==> src/rtl/vector_issue_queue.sv <==
// vector_issue_queue
//   Command buffer and dispatcher in front of the vector execution unit.
//   Host commands are held in a depth_p-entry in-order FIFO. They are issued
//   one at a time over a valid/ready handshake. The queue then waits for the
//   unit's done pulse before issuing the next one. Read results are returned
//   to the host on a separate response port. Illegal opcodes are dropped and
//   set a sticky error flag.
//
// Ports
//   clk_i, reset_i          clock, synchronous active-high reset
//   cmd_*                   host command port (valid/ready), op/addr/scalar/payload
//   unit_v_o / unit_ready_i issue handshake to the execution unit
//   unit_*_o                FIFO head fields presented with unit_v_o
//   unit_done_i / unit_yumi_o completion handshake, unit_r_data_i valid with done
//   resp_v_o / resp_data_o / resp_yumi_i  read response to the host
//   busy_o                  queue non-empty or instruction outstanding
//   illegal_o               sticky illegal-opcode flag
//   count_o                 FIFO occupancy
module vector_issue_queue #(
  parameter int els_p   = 32,
  parameter int vlen_p  = 8,
  parameter int vdw_p   = 8,
  parameter int depth_p = 4,
  localparam int v_addr_width_lp = (els_p > 1) ? $clog2(els_p) : 1,
  localparam int data_width_lp   = vlen_p * vdw_p,
  localparam int ptr_width_lp    = (depth_p > 1) ? $clog2(depth_p) : 1
) (
  input  logic                       clk_i,
  input  logic                       reset_i,

  input  logic                       cmd_v_i,
  output logic                       cmd_ready_o,
  input  logic [3:0]                 cmd_op_i,
  input  logic [v_addr_width_lp-1:0] cmd_addrA_i,
  input  logic [v_addr_width_lp-1:0] cmd_addrB_i,
  input  logic [v_addr_width_lp-1:0] cmd_addrC_i,
  input  logic [vdw_p-1:0]           cmd_scalar_i,
  input  logic [data_width_lp-1:0]   cmd_w_data_i,

  output logic                       unit_v_o,
  input  logic                       unit_ready_i,
  output logic [3:0]                 unit_op_o,
  output logic [v_addr_width_lp-1:0] unit_addrA_o,
  output logic [v_addr_width_lp-1:0] unit_addrB_o,
  output logic [v_addr_width_lp-1:0] unit_addrC_o,
  output logic [vdw_p-1:0]           unit_scalar_o,
  output logic [data_width_lp-1:0]   unit_w_data_o,
  input  logic                       unit_done_i,
  input  logic [data_width_lp-1:0]   unit_r_data_i,
  output logic                       unit_yumi_o,

  output logic                       resp_v_o,
  output logic [data_width_lp-1:0]   resp_data_o,
  input  logic                       resp_yumi_i,

  output logic                       busy_o,
  output logic                       illegal_o,
  output logic [ptr_width_lp:0]      count_o
);

  localparam logic [ptr_width_lp:0] full_lp = (ptr_width_lp+1)'(depth_p);
  localparam logic [3:0] op_read_lp = 4'b1000;

  typedef enum logic [1:0] {s_ISSUE, s_WAIT, s_RESP} state_e;

  state_e state_r, state_n;

  logic [3:0]                 op_mem     [depth_p];
  logic [v_addr_width_lp-1:0] addr_a_mem [depth_p];
  logic [v_addr_width_lp-1:0] addr_b_mem [depth_p];
  logic [v_addr_width_lp-1:0] addr_c_mem [depth_p];
  logic [vdw_p-1:0]           scalar_mem [depth_p];
  logic [data_width_lp-1:0]   w_data_mem [depth_p];

  logic [ptr_width_lp-1:0] wptr_r, rptr_r;
  logic [ptr_width_lp:0]   count_r;
  logic [3:0]              cur_op_r;
  logic [data_width_lp-1:0] resp_data_r;
  logic                    illegal_r;

  logic cmd_legal, cmd_hs, enq, deq;

  always_comb begin
    case (cmd_op_i)
      4'b0000, 4'b0001, 4'b0010,
      4'b0100, 4'b0101, 4'b0110,
      4'b1000, 4'b1001: cmd_legal = 1'b1;
      default:          cmd_legal = 1'b0;
    endcase
  end

  // Ready depends only on the registered count, so a full queue stalls the
  // host even in a cycle where the head is being popped.
  assign cmd_ready_o = (count_r != full_lp);
  assign cmd_hs      = cmd_v_i & cmd_ready_o;
  assign enq         = cmd_hs & cmd_legal;
  assign deq         = unit_v_o & unit_ready_i;

  // Storage is cleared on reset so every output reads zero until the first
  // command arrives.
  always_ff @(posedge clk_i) begin
    if (reset_i) begin
      for (int i = 0; i < depth_p; i++) begin
        op_mem[i]     <= '0;
        addr_a_mem[i] <= '0;
        addr_b_mem[i] <= '0;
        addr_c_mem[i] <= '0;
        scalar_mem[i] <= '0;
        w_data_mem[i] <= '0;
      end
    end else if (enq) begin
      op_mem[wptr_r]     <= cmd_op_i;
      addr_a_mem[wptr_r] <= cmd_addrA_i;
      addr_b_mem[wptr_r] <= cmd_addrB_i;
      addr_c_mem[wptr_r] <= cmd_addrC_i;
      scalar_mem[wptr_r] <= cmd_scalar_i;
      w_data_mem[wptr_r] <= cmd_w_data_i;
    end
  end

  // Pointers wrap naturally because depth_p is a power of two.
  always_ff @(posedge clk_i) begin
    if (reset_i) begin
      wptr_r    <= '0;
      rptr_r    <= '0;
      count_r   <= '0;
      illegal_r <= 1'b0;
    end else begin
      if (enq) wptr_r <= wptr_r + 1'b1;
      if (deq) rptr_r <= rptr_r + 1'b1;
      case ({enq, deq})
        2'b10:   count_r <= count_r + 1'b1;
        2'b01:   count_r <= count_r - 1'b1;
        default: count_r <= count_r;
      endcase
      if (cmd_hs && !cmd_legal) illegal_r <= 1'b1;
    end
  end

  always_ff @(posedge clk_i) begin
    if (reset_i) begin
      state_r     <= s_ISSUE;
      cur_op_r    <= '0;
      resp_data_r <= '0;
    end else begin
      state_r <= state_n;
      if (deq) cur_op_r <= op_mem[rptr_r];
      if (state_r == s_WAIT && unit_done_i && cur_op_r == op_read_lp)
        resp_data_r <= unit_r_data_i;
    end
  end

  always_comb begin
    state_n     = state_r;
    unit_v_o    = 1'b0;
    unit_yumi_o = 1'b0;
    resp_v_o    = 1'b0;
    case (state_r)
      s_ISSUE: begin
        unit_v_o = (count_r != '0);
        if (unit_v_o && unit_ready_i) state_n = s_WAIT;
      end
      s_WAIT: begin
        unit_yumi_o = unit_done_i;
        if (unit_done_i) state_n = (cur_op_r == op_read_lp) ? s_RESP : s_ISSUE;
      end
      s_RESP: begin
        resp_v_o = 1'b1;
        if (resp_yumi_i) state_n = s_ISSUE;
      end
      default: state_n = s_ISSUE;
    endcase
  end

  assign unit_op_o     = op_mem[rptr_r];
  assign unit_addrA_o  = addr_a_mem[rptr_r];
  assign unit_addrB_o  = addr_b_mem[rptr_r];
  assign unit_addrC_o  = addr_c_mem[rptr_r];
  assign unit_scalar_o = scalar_mem[rptr_r];
  assign unit_w_data_o = w_data_mem[rptr_r];

  assign resp_data_o = resp_data_r;
  assign busy_o      = (count_r != '0) | (state_r != s_ISSUE);
  assign illegal_o   = illegal_r;
  assign count_o     = count_r;

endmodule
==> config.mk <==
export PLATFORM = sky130hd
export DESIGN_NAME = vector_issue_queue
export DESIGN_NICKNAME = d
export VERILOG_FILES = /design/src/rtl/vector_issue_queue.sv
export SDC_FILE = /design/constraint.sdc
export NUM_CORES = 1
export LEC_CHECK = 0
export ABC_CLOCK_PERIOD_IN_PS = 5100
export CAP_MARGIN = 20
export CORE_MARGIN = 2
export CORE_UTILIZATION = 39
export DETAILED_ROUTE_END_ITERATION = 8
export PLACE_DENSITY_LB_ADDON = 0.05
export SLEW_MARGIN = 40
export SYNTH_ARGS = -nofsm -noshare
export SYNTH_HDL_FRONTEND = slang
export SYNTH_SLANG_ARGS = --single-unit
==> constraint.sdc <==
create_clock -name clk_i -period 5.1 [get_ports clk_i]
set_clock_uncertainty 0.1 [all_clocks]
set_input_delay 1.53 -clock clk_i [delete_from_list [all_inputs] [get_ports clk_i]]
set_output_delay 1.53 -clock clk_i [all_outputs]
set_load 0.03 [all_outputs]
==> results of run 1 <==
## cells by family after synthesis
family,after synthesis,synth area share (%)
AND/OR/NAND/NOR,620,14.5
adder cells (fa/ha/maj),2,0.178
AO/OA/AOI/OAI,75,2.19
buffers and inverters,98,2.76
XOR/XNOR,5,0.240
multiplexers,95,11.5
flip-flops,444,68.7
## synthesized netlist by cell type (5+ instances only)
| cell | instances | share of area [%] |
|---|---|---|
| sky130_fd_sc_hd__nor2_1 | 370 | 7.6 |
| sky130_fd_sc_hd__edfxtp_1 | 364 | 60 |
| sky130_fd_sc_hd__nand2_1 | 130 | 2.7 |
| sky130_fd_sc_hd__nand2b_1 | 95 | 3.3 |
| sky130_fd_sc_hd__mux4_2 | 91 | 11 |
| sky130_fd_sc_hd__dfxtp_1 | 80 | 8.8 |
| sky130_fd_sc_hd__a21oi_1 | 69 | 1.9 |
| sky130_fd_sc_hd__buf_2 | 48 | 1.3 |
| sky130_fd_sc_hd__clkbuf_1 | 29 | 0.60 |
| sky130_fd_sc_hd__nor2_2 | 10 | 0.34 |
| sky130_fd_sc_hd__buf_6 | 8 | 0.49 |
| sky130_fd_sc_hd__inv_1 | 5 | 0.10 |
## stage by stage
stage          power (W)  util [%]  instances  hold slack, ns  worst slack (ns)
3_5_place_dp     0.00700      47.8       2204           0.346             0.551
2_1_floorplan    0.00593         -       1339           0.356            0.0211
5_1_grt           0.0106      51.0       2289           0.370             0.348
6_report          0.0102      51.0       2290           0.353             0.529
4_1_cts           0.0103      51.0       2289           0.355             0.412
3_3_place_gp     0.00699      47.8       2204           0.341             0.559
## state kept, by name, indices dropped and copies added (netlist names), named ones only
register,cells
addr_a_mem,20
addr_b_mem,20
addr_c_mem,20
count_o,3
cur_op_r,4
illegal_o,1
op_mem,16
resp_data_o,64
rptr_r,2
scalar_mem,32
state_r,2
w_data_mem,256
wptr_r,2
## where the power goes
part	leakage [nW]	switching, W	internal, W
combinational	2.94	0.00141	0.00114
clock	0.717	0.00137	0.00192
sequential	4.44	0.000144	0.00418
total	8.10	0.00292	0.00724
## layout make-up
class | instances | area [sq um]
clock inverters | 14 | 114
diodes | 1 | 2.50
multi-input cells | 797 | 5260
repair buffers | 351 | 3580
clock buffers | 71 | 1350
inverters | 5 | 18.8
flip-flops and latches | 444 | 12500
well taps | 607 | 759
fillers | 4065 | 22700
## metal layers
layer / vias up / GRT usage, % / share of wire [%]
li1: 5344 / - / -
met1: 5704 / 26.8 / 42
met2: 321 / 32.8 / 49
met3: 58 / 5.53 / 7.1
met4: 4 / 4.38 / 1.6
met5: - / 0 / 0.062
## critical path, cell delays in order
cell and delay (ns):
sky130_fd_sc_hd__clkdlybuf4s50_1 0.49, sky130_fd_sc_hd__and3b_1 0.22, sky130_fd_sc_hd__clkdlybuf4s50_1 0.69
## worst max path at each step
stage                           start          endpoint  slack (ns)  cells past startpoint
after floorplan           cmd_op_i[0]  addr_a_mem[2][0]        0.02                      5
after global placement    unit_done_i       unit_yumi_o        0.56                      3
after detailed placement  unit_done_i       unit_yumi_o        0.55                      3
after CTS                    register  unit_w_data_o[3]        0.41                      3
after global routing         register   unit_addrA_o[4]        0.35                      3
final                     unit_done_i       unit_yumi_o        0.53                      3
==> impl_metrics.xml, run 1 <==
<?xml version="1.0" encoding="UTF-8"?>
<metrics>
  <group name="status">
    <metric name="run_status" unit="">finished clean</metric>
  </group>
  <group name="clocking">
    <metric name="cts_buffers" unit="">48</metric>
    <metric name="hold_buffers" unit="">0</metric>
    <metric name="post-cts-setup-buffer-count" unit="">0</metric>
    <metric name="cts_buffer_depth" unit="">3</metric>
    <metric name="quantity_of_gates_resized_following_cts" unit="">0</metric>
    <metric name="clock_latency" unit="ns">0.56</metric>
    <metric name="clk_transition_reported_paths" unit="ns">0.05</metric>
    <metric name="clock-root-buffer" unit="">sky130_fd_sc_hd__clkbuf_16</metric>
    <metric name="cts_htree_levels" unit="">2</metric>
    <metric name="cts_tree" unit="">done</metric>
    <metric name="clock_sinks" unit="">444</metric>
  </group>
  <group name="sta">
    <metric name="max_slew_margin" unit="%">50.9</metric>
    <metric name="fmax" unit="GHz">0.219</metric>
    <metric name="timing.final.crit_share" unit="%">89.6</metric>
    <metric name="grt_setup_unrepaired" unit="">false</metric>
    <metric name="max_slew.worst_pin.slew" unit="ns">0.736</metric>
    <metric name="period_minus_slack" unit="ns">4.57</metric>
    <metric name="final-max-slew-violation-count" unit="">0</metric>
    <metric name="timing.setup.tns" unit="ns">0</metric>
    <metric name="setup_viol" unit="">0</metric>
    <metric name="finalHoldViolCount" unit="">0</metric>
  </group>
  <group name="placed_design">
    <metric name="routabilityCongestion" unit="">0.745</metric>
    <metric name="place_hpwl" unit="mm">28.3</metric>
    <metric name="placement.cell_area" unit="sq um">22200</metric>
    <metric name="number_of_port_buffers" unit="">324</metric>
  </group>
  <group name="worst_setup_path">
    <metric name="timing.rr.end" unit="">w_data_mem[3][38]</metric>
    <metric name="regToRegStartpoint" unit="">count_o[2]</metric>
    <metric name="critPathMaxFanout" unit="">3</metric>
    <metric name="worst-endpoint-required" unit="ns">3.47</metric>
    <metric name="timing.critical_path.from_type" unit="">input port</metric>
    <metric name="r2r_slack" unit="ns">2.48</metric>
    <metric name="r2r.worst_path.cells" unit="">6</metric>
    <metric name="critPathArrivalTime" unit="ns">2.94</metric>
    <metric name="setup.worst_path.class" unit="">in2out</metric>
    <metric name="crit_end_category" unit="">output port</metric>
  </group>
  <group name="finish">
    <metric name="layout.cells.most_common" unit="">sky130_fd_sc_hd__nor2_1</metric>
    <metric name="nets" unit="">1810</metric>
    <metric name="stdcell_area" unit="sq um">23600</metric>
    <metric name="final_cell_mix" unit="">370 x sky130_fd_sc_hd__nor2_1, 364 x sky130_fd_sc_hd__edfxtp_1, 323 x sky130_fd_sc_hd__clkdlybuf4s50_1</metric>
    <metric name="area_growth" unit="%">29.5</metric>
    <metric name="drive_above_1_share" unit="%">12.3</metric>
  </group>
  <group name="hold_path">
    <metric name="timing.hold.worst.start" unit="">resp_data_o[39]</metric>
    <metric name="hold-path-endpoint" unit="">resp_data_o[39]</metric>
    <metric name="timing.hold.worst_path_depth" unit="">2</metric>
    <metric name="timing.hold.worst.class" unit="">reg2reg</metric>
  </group>
  <group name="floorplanning">
    <metric name="die_footprint" unit="sq um">48500</metric>
    <metric name="core_area" unit="sq um">46400</metric>
    <metric name="start_util" unit="%">39.3</metric>
    <metric name="floorplan.die.height" unit="um">220</metric>
    <metric name="rows" unit="">79</metric>
    <metric name="num_io_pins" unit="">325</metric>
    <metric name="die_width" unit="um">220</metric>
  </group>
  <group name="routing">
    <metric name="routed_wl" unit="mm">48.4</metric>
    <metric name="drt-wirelength-per-cell" unit="um">21.1</metric>
    <metric name="drt.antenna.violating_nets" unit="">0</metric>
    <metric name="dr.pass1.iters" unit="">4</metric>
    <metric name="number_of_drc_markers_in_iteration_0" unit="">705</metric>
    <metric name="vias" unit="">11400</metric>
    <metric name="ratio_of_routed_vias_to_standard_cells" unit="">4.99</metric>
    <metric name="drc" unit="">0</metric>
  </group>
  <group name="yosys">
    <metric name="syn-cell-area" unit="sq um">18200</metric>
    <metric name="post_synth_inst_count" unit="">1339</metric>
    <metric name="postSynthAreaPerCell" unit="sq um">13.6</metric>
    <metric name="synth.yosys.seq_area_share" unit="%">68.7</metric>
    <metric name="synth_edf_count" unit="">364</metric>
    <metric name="ys_ff_latch" unit="">444</metric>
    <metric name="async_reset_ff_share" unit="%">0</metric>
    <metric name="synth_top_flop_cell" unit="">sky130_fd_sc_hd__edfxtp_1</metric>
    <metric name="yosys.cell_types.count" unit="">35</metric>
    <metric name="synthesis.yosys.warnings" unit="">0</metric>
    <metric name="syn-num-nets" unit="">1502</metric>
  </group>
  <group name="global_routing">
    <metric name="grt.total_usage" unit="%">20.1</metric>
    <metric name="grt_start_max_net_pins" unit="">93</metric>
    <metric name="number_of_global_route_vias_before_repair" unit="">11800</metric>
    <metric name="global_route.overflow_total" unit="">0</metric>
    <metric name="grt_first_pass_wirelength" unit="mm">72.5</metric>
    <metric name="antenna_found_initial" unit="">3</metric>
  </group>
  <group name="power_and_ir_drop">
    <metric name="ir_worst_vdd" unit="V">0.000223</metric>
    <metric name="cellLeakagePower" unit="nW">8.10</metric>
    <metric name="p_per_area" unit="nW/um^2">430</metric>
  </group>
  <group name="job">
    <metric name="drv.max_cap_violation_count" unit="">0</metric>
  </group>
</metrics>
No activity file was read; power rests on OpenSTA's default activity.
==> run 2, diff against run 1 <==
--- a/config.mk
+++ b/config.mk
@@ -7,8 +7,10 @@
 export LEC_CHECK = 0
 export ABC_CLOCK_PERIOD_IN_PS = 5100
 export CAP_MARGIN = 20
+export CORE_ASPECT_RATIO = 0.8
 export CORE_MARGIN = 2
 export CORE_UTILIZATION = 39
+export CTS_CLUSTER_SIZE = 16
 export DETAILED_ROUTE_END_ITERATION = 8
 export PLACE_DENSITY_LB_ADDON = 0.05
 export SLEW_MARGIN = 40
==> run 2 against run 1 <==
Non-clock buffer count grew 2. Critical endpoint unchanged. Register-to-register slack got worse by 0.04 ns. Sequential power decreased by 1%. Setup slack worse by 0.0032 ns. Die area is essentially flat. Count of clock-buffer cells in the layout decreased by 4. Fmax is essentially flat. Flip-flop and latch count unchanged. First-iteration DRC count is 4.7% lower. Global-route usage increased by 0.31 points. Combinational power increased by 2%. Largest cell class unchanged.
==> impl_metrics.xml, run 2 (same netlist as run 1, synthesis figures left out) <==
<?xml version="1.0" encoding="UTF-8"?>
<metrics>
  <group name="status">
    <metric name="run_status" unit="">finished clean</metric>
  </group>
  <group name="placed_design">
    <metric name="number_of_port_buffers" unit="">324</metric>
    <metric name="preCtsSetupSlack" unit="ns">0.534</metric>
    <metric name="routabilityCongestion" unit="">0.760</metric>
    <metric name="place_inst" unit="">2211</metric>
    <metric name="place_hpwl" unit="mm">28.9</metric>
  </group>
  <group name="global_routing">
    <metric name="grt_first_pass_wirelength" unit="mm">74.0</metric>
    <metric name="grt_start_max_net_pins" unit="">127</metric>
    <metric name="antenna_found_initial" unit="">5</metric>
    <metric name="grt.total_usage" unit="%">20.4</metric>
    <metric name="number_of_global_route_vias_before_repair" unit="">12000</metric>
    <metric name="global_route.overflow_total" unit="">0</metric>
  </group>
  <group name="power_and_ir_drop">
    <metric name="ir_worst_vdd" unit="V">0.000248</metric>
    <metric name="p_per_area" unit="nW/um^2">425</metric>
    <metric name="cellLeakagePower" unit="nW">8.08</metric>
    <metric name="total_power" unit="W">0.0100</metric>
  </group>
  <group name="sta">
    <metric name="finalHoldViolCount" unit="">0</metric>
    <metric name="max_slew.worst_pin.slew" unit="ns">0.713</metric>
    <metric name="setup_viol" unit="">0</metric>
    <metric name="fmax" unit="GHz">0.219</metric>
    <metric name="period_minus_slack" unit="ns">4.57</metric>
    <metric name="timing.final.crit_share" unit="%">89.7</metric>
    <metric name="max_slew_margin" unit="%">52.5</metric>
    <metric name="grt_setup_unrepaired" unit="">false</metric>
    <metric name="final-max-slew-violation-count" unit="">0</metric>
    <metric name="timing.setup.tns" unit="ns">0</metric>
    <metric name="finalWorstSetupSlack" unit="ns">0.526</metric>
  </group>
  <group name="hold_path">
    <metric name="timing.hold.worst.class" unit="">reg2reg</metric>
  </group>
  <group name="floorplanning">
    <metric name="die_width" unit="um">246</metric>
    <metric name="rows" unit="">70</metric>
    <metric name="floorplan.die.height" unit="um">197</metric>
    <metric name="core_area" unit="sq um">45900</metric>
    <metric name="start_util" unit="%">39.7</metric>
    <metric name="num_io_pins" unit="">325</metric>
    <metric name="die_footprint" unit="sq um">48500</metric>
  </group>
  <group name="finish">
    <metric name="largest_register_ffs" unit="">256</metric>
    <metric name="final-seq-area" unit="sq um">12500</metric>
    <metric name="final_cell_mix" unit="">370 x sky130_fd_sc_hd__nor2_1, 364 x sky130_fd_sc_hd__edfxtp_1, 323 x sky130_fd_sc_hd__clkdlybuf4s50_1</metric>
    <metric name="area_growth" unit="%">29.5</metric>
    <metric name="nets" unit="">1811</metric>
    <metric name="final_cell_count_no_fill" unit="">2299</metric>
    <metric name="fillCellCount" unit="">4025</metric>
    <metric name="registers.top_by_ff_count" unit="">w_data_mem</metric>
    <metric name="layout.cells.most_common" unit="">sky130_fd_sc_hd__nor2_1</metric>
    <metric name="drive_above_1_share" unit="%">12.2</metric>
    <metric name="multi_input_gate_area" unit="sq um">5250</metric>
  </group>
  <group name="routing">
    <metric name="number_of_drc_markers_in_iteration_0" unit="">672</metric>
    <metric name="ratio_of_routed_vias_to_standard_cells" unit="">4.98</metric>
    <metric name="drt-wirelength-per-cell" unit="um">21.2</metric>
    <metric name="dr.pass1.iters" unit="">4</metric>
    <metric name="routed_wl" unit="mm">48.8</metric>
    <metric name="vias" unit="">11500</metric>
    <metric name="drt.antenna.violating_nets" unit="">0</metric>
    <metric name="drc" unit="">0</metric>
  </group>
  <group name="worst_setup_path">
    <metric name="timing.critical_path.from_type" unit="">input port</metric>
    <metric name="timing.critical_path.buf_inv" unit="">2</metric>
    <metric name="worst-endpoint-required" unit="ns">3.47</metric>
    <metric name="worst_path_most_repeated_cell" unit="">sky130_fd_sc_hd__clkdlybuf4s50_1</metric>
    <metric name="ordered_cell_list_for_the_critical_path" unit="">clkdlybuf4s50_1 -&gt; and3b_1 -&gt; clkdlybuf4s50_1</metric>
    <metric name="setup.worst_path.class" unit="">in2out</metric>
    <metric name="critPathArrivalTime" unit="ns">2.94</metric>
    <metric name="path_delay_family" unit="">buffers and inverters</metric>
    <metric name="critPathMaxFanout" unit="">3</metric>
    <metric name="critPathMaxStageDelay" unit="ns">0.72</metric>
    <metric name="crit_end_category" unit="">output port</metric>
    <metric name="worst_path_max_delay_cell" unit="">sky130_fd_sc_hd__clkdlybuf4s50_1</metric>
  </group>
  <group name="clocking">
    <metric name="clock_latency" unit="ns">0.58</metric>
    <metric name="cts_htree_levels" unit="">2</metric>
    <metric name="cts_tree" unit="">done</metric>
    <metric name="quantity_of_gates_resized_following_cts" unit="">0</metric>
    <metric name="clk_transition_reported_paths" unit="ns">0.06</metric>
    <metric name="post-cts-setup-buffer-count" unit="">0</metric>
    <metric name="hold_buffers" unit="">0</metric>
    <metric name="clock_sinks" unit="">444</metric>
    <metric name="clock-root-buffer" unit="">sky130_fd_sc_hd__clkbuf_16</metric>
    <metric name="cts_buffers" unit="">47</metric>
    <metric name="cts_buffer_depth" unit="">3</metric>
  </group>
  <group name="job">
    <metric name="drv.max_cap_violation_count" unit="">0</metric>
  </group>
</metrics>
run 2: metal layers:
| metal | vias up | track usage (%) | routed length [um] |
|---|---|---|---|
| li1 | 5364 | - | - |
| met1 | 5735 | 28.8 | 22200 |
| met2 | 289 | 31.8 | 22700 |
| met3 | 64 | 4.92 | 3020 |
| met4 | 8 | 4.80 | 809 |
| met5 | - | 0 | 53 |
run 2: cell type report:
class	instances	area share, %
clock inverters	20	0.450
diodes	1	0.0106
repair buffers	353	15.4
well taps	612	3.24
multi-input cells	797	22.2
inverters	5	0.0795
clock buffers	67	5.47
flip-flops and latches	444	53.1
run 2: where the power goes:
part | internal, W | switching (W) | total [W]
clock | 0.00177 | 0.00140 | 0.00316
combinational | 0.00115 | 0.00146 | 0.00260
sequential | 0.00418 | 0.0000908 | 0.00427
run 2: final timing paths:
| path | from | endpoint | slack (ns) | depth (start not counted) |
|---|---|---|---|---|
| setup / recovery | unit_done_i | unit_yumi_o | 0.53 | 3 |
| hold / removal | resp_data_o[61] | resp_data_o[61] | 0.35 | 2 |
| setup reg to reg | count_o[2] | scalar_mem[3][7] | 2.44 | 5 |
| hold reg to reg | resp_data_o[61] | resp_data_o[61] | 0.35 | 2 |
run 2: through the flow:
step                hold WS (ns)  area [sq um]  utilization, %
detailed placement         0.348         22200            48.4
global placement           0.342         22200            48.4
floorplan                  0.356         18200               -
CTS                        0.357         23600            51.5
global route               0.375         23600            51.5
finish                     0.354         23600            51.5
run 2: tightest hold or removal path, delay by kind of cell, from the launching register on:
family | cells | cell delay, ns
AO/OA/AOI/OAI | 1 | 0.05
flip-flops | 1 | 0.31
AND/OR/NAND/NOR | 1 | 0.05
==> run 3, diff against run 2 <==
--- a/config.mk
+++ b/config.mk
@@ -13,6 +13,7 @@
 export CTS_CLUSTER_SIZE = 16
 export DETAILED_ROUTE_END_ITERATION = 8
 export PLACE_DENSITY_LB_ADDON = 0.05
+export SKIP_LAST_GASP = 1
 export SLEW_MARGIN = 40
 export SYNTH_ARGS = -nofsm -noshare
 export SYNTH_HDL_FRONTEND = slang
==> results of run 3 <==
Final layout, timing and power as in run 2 (identical DEF).
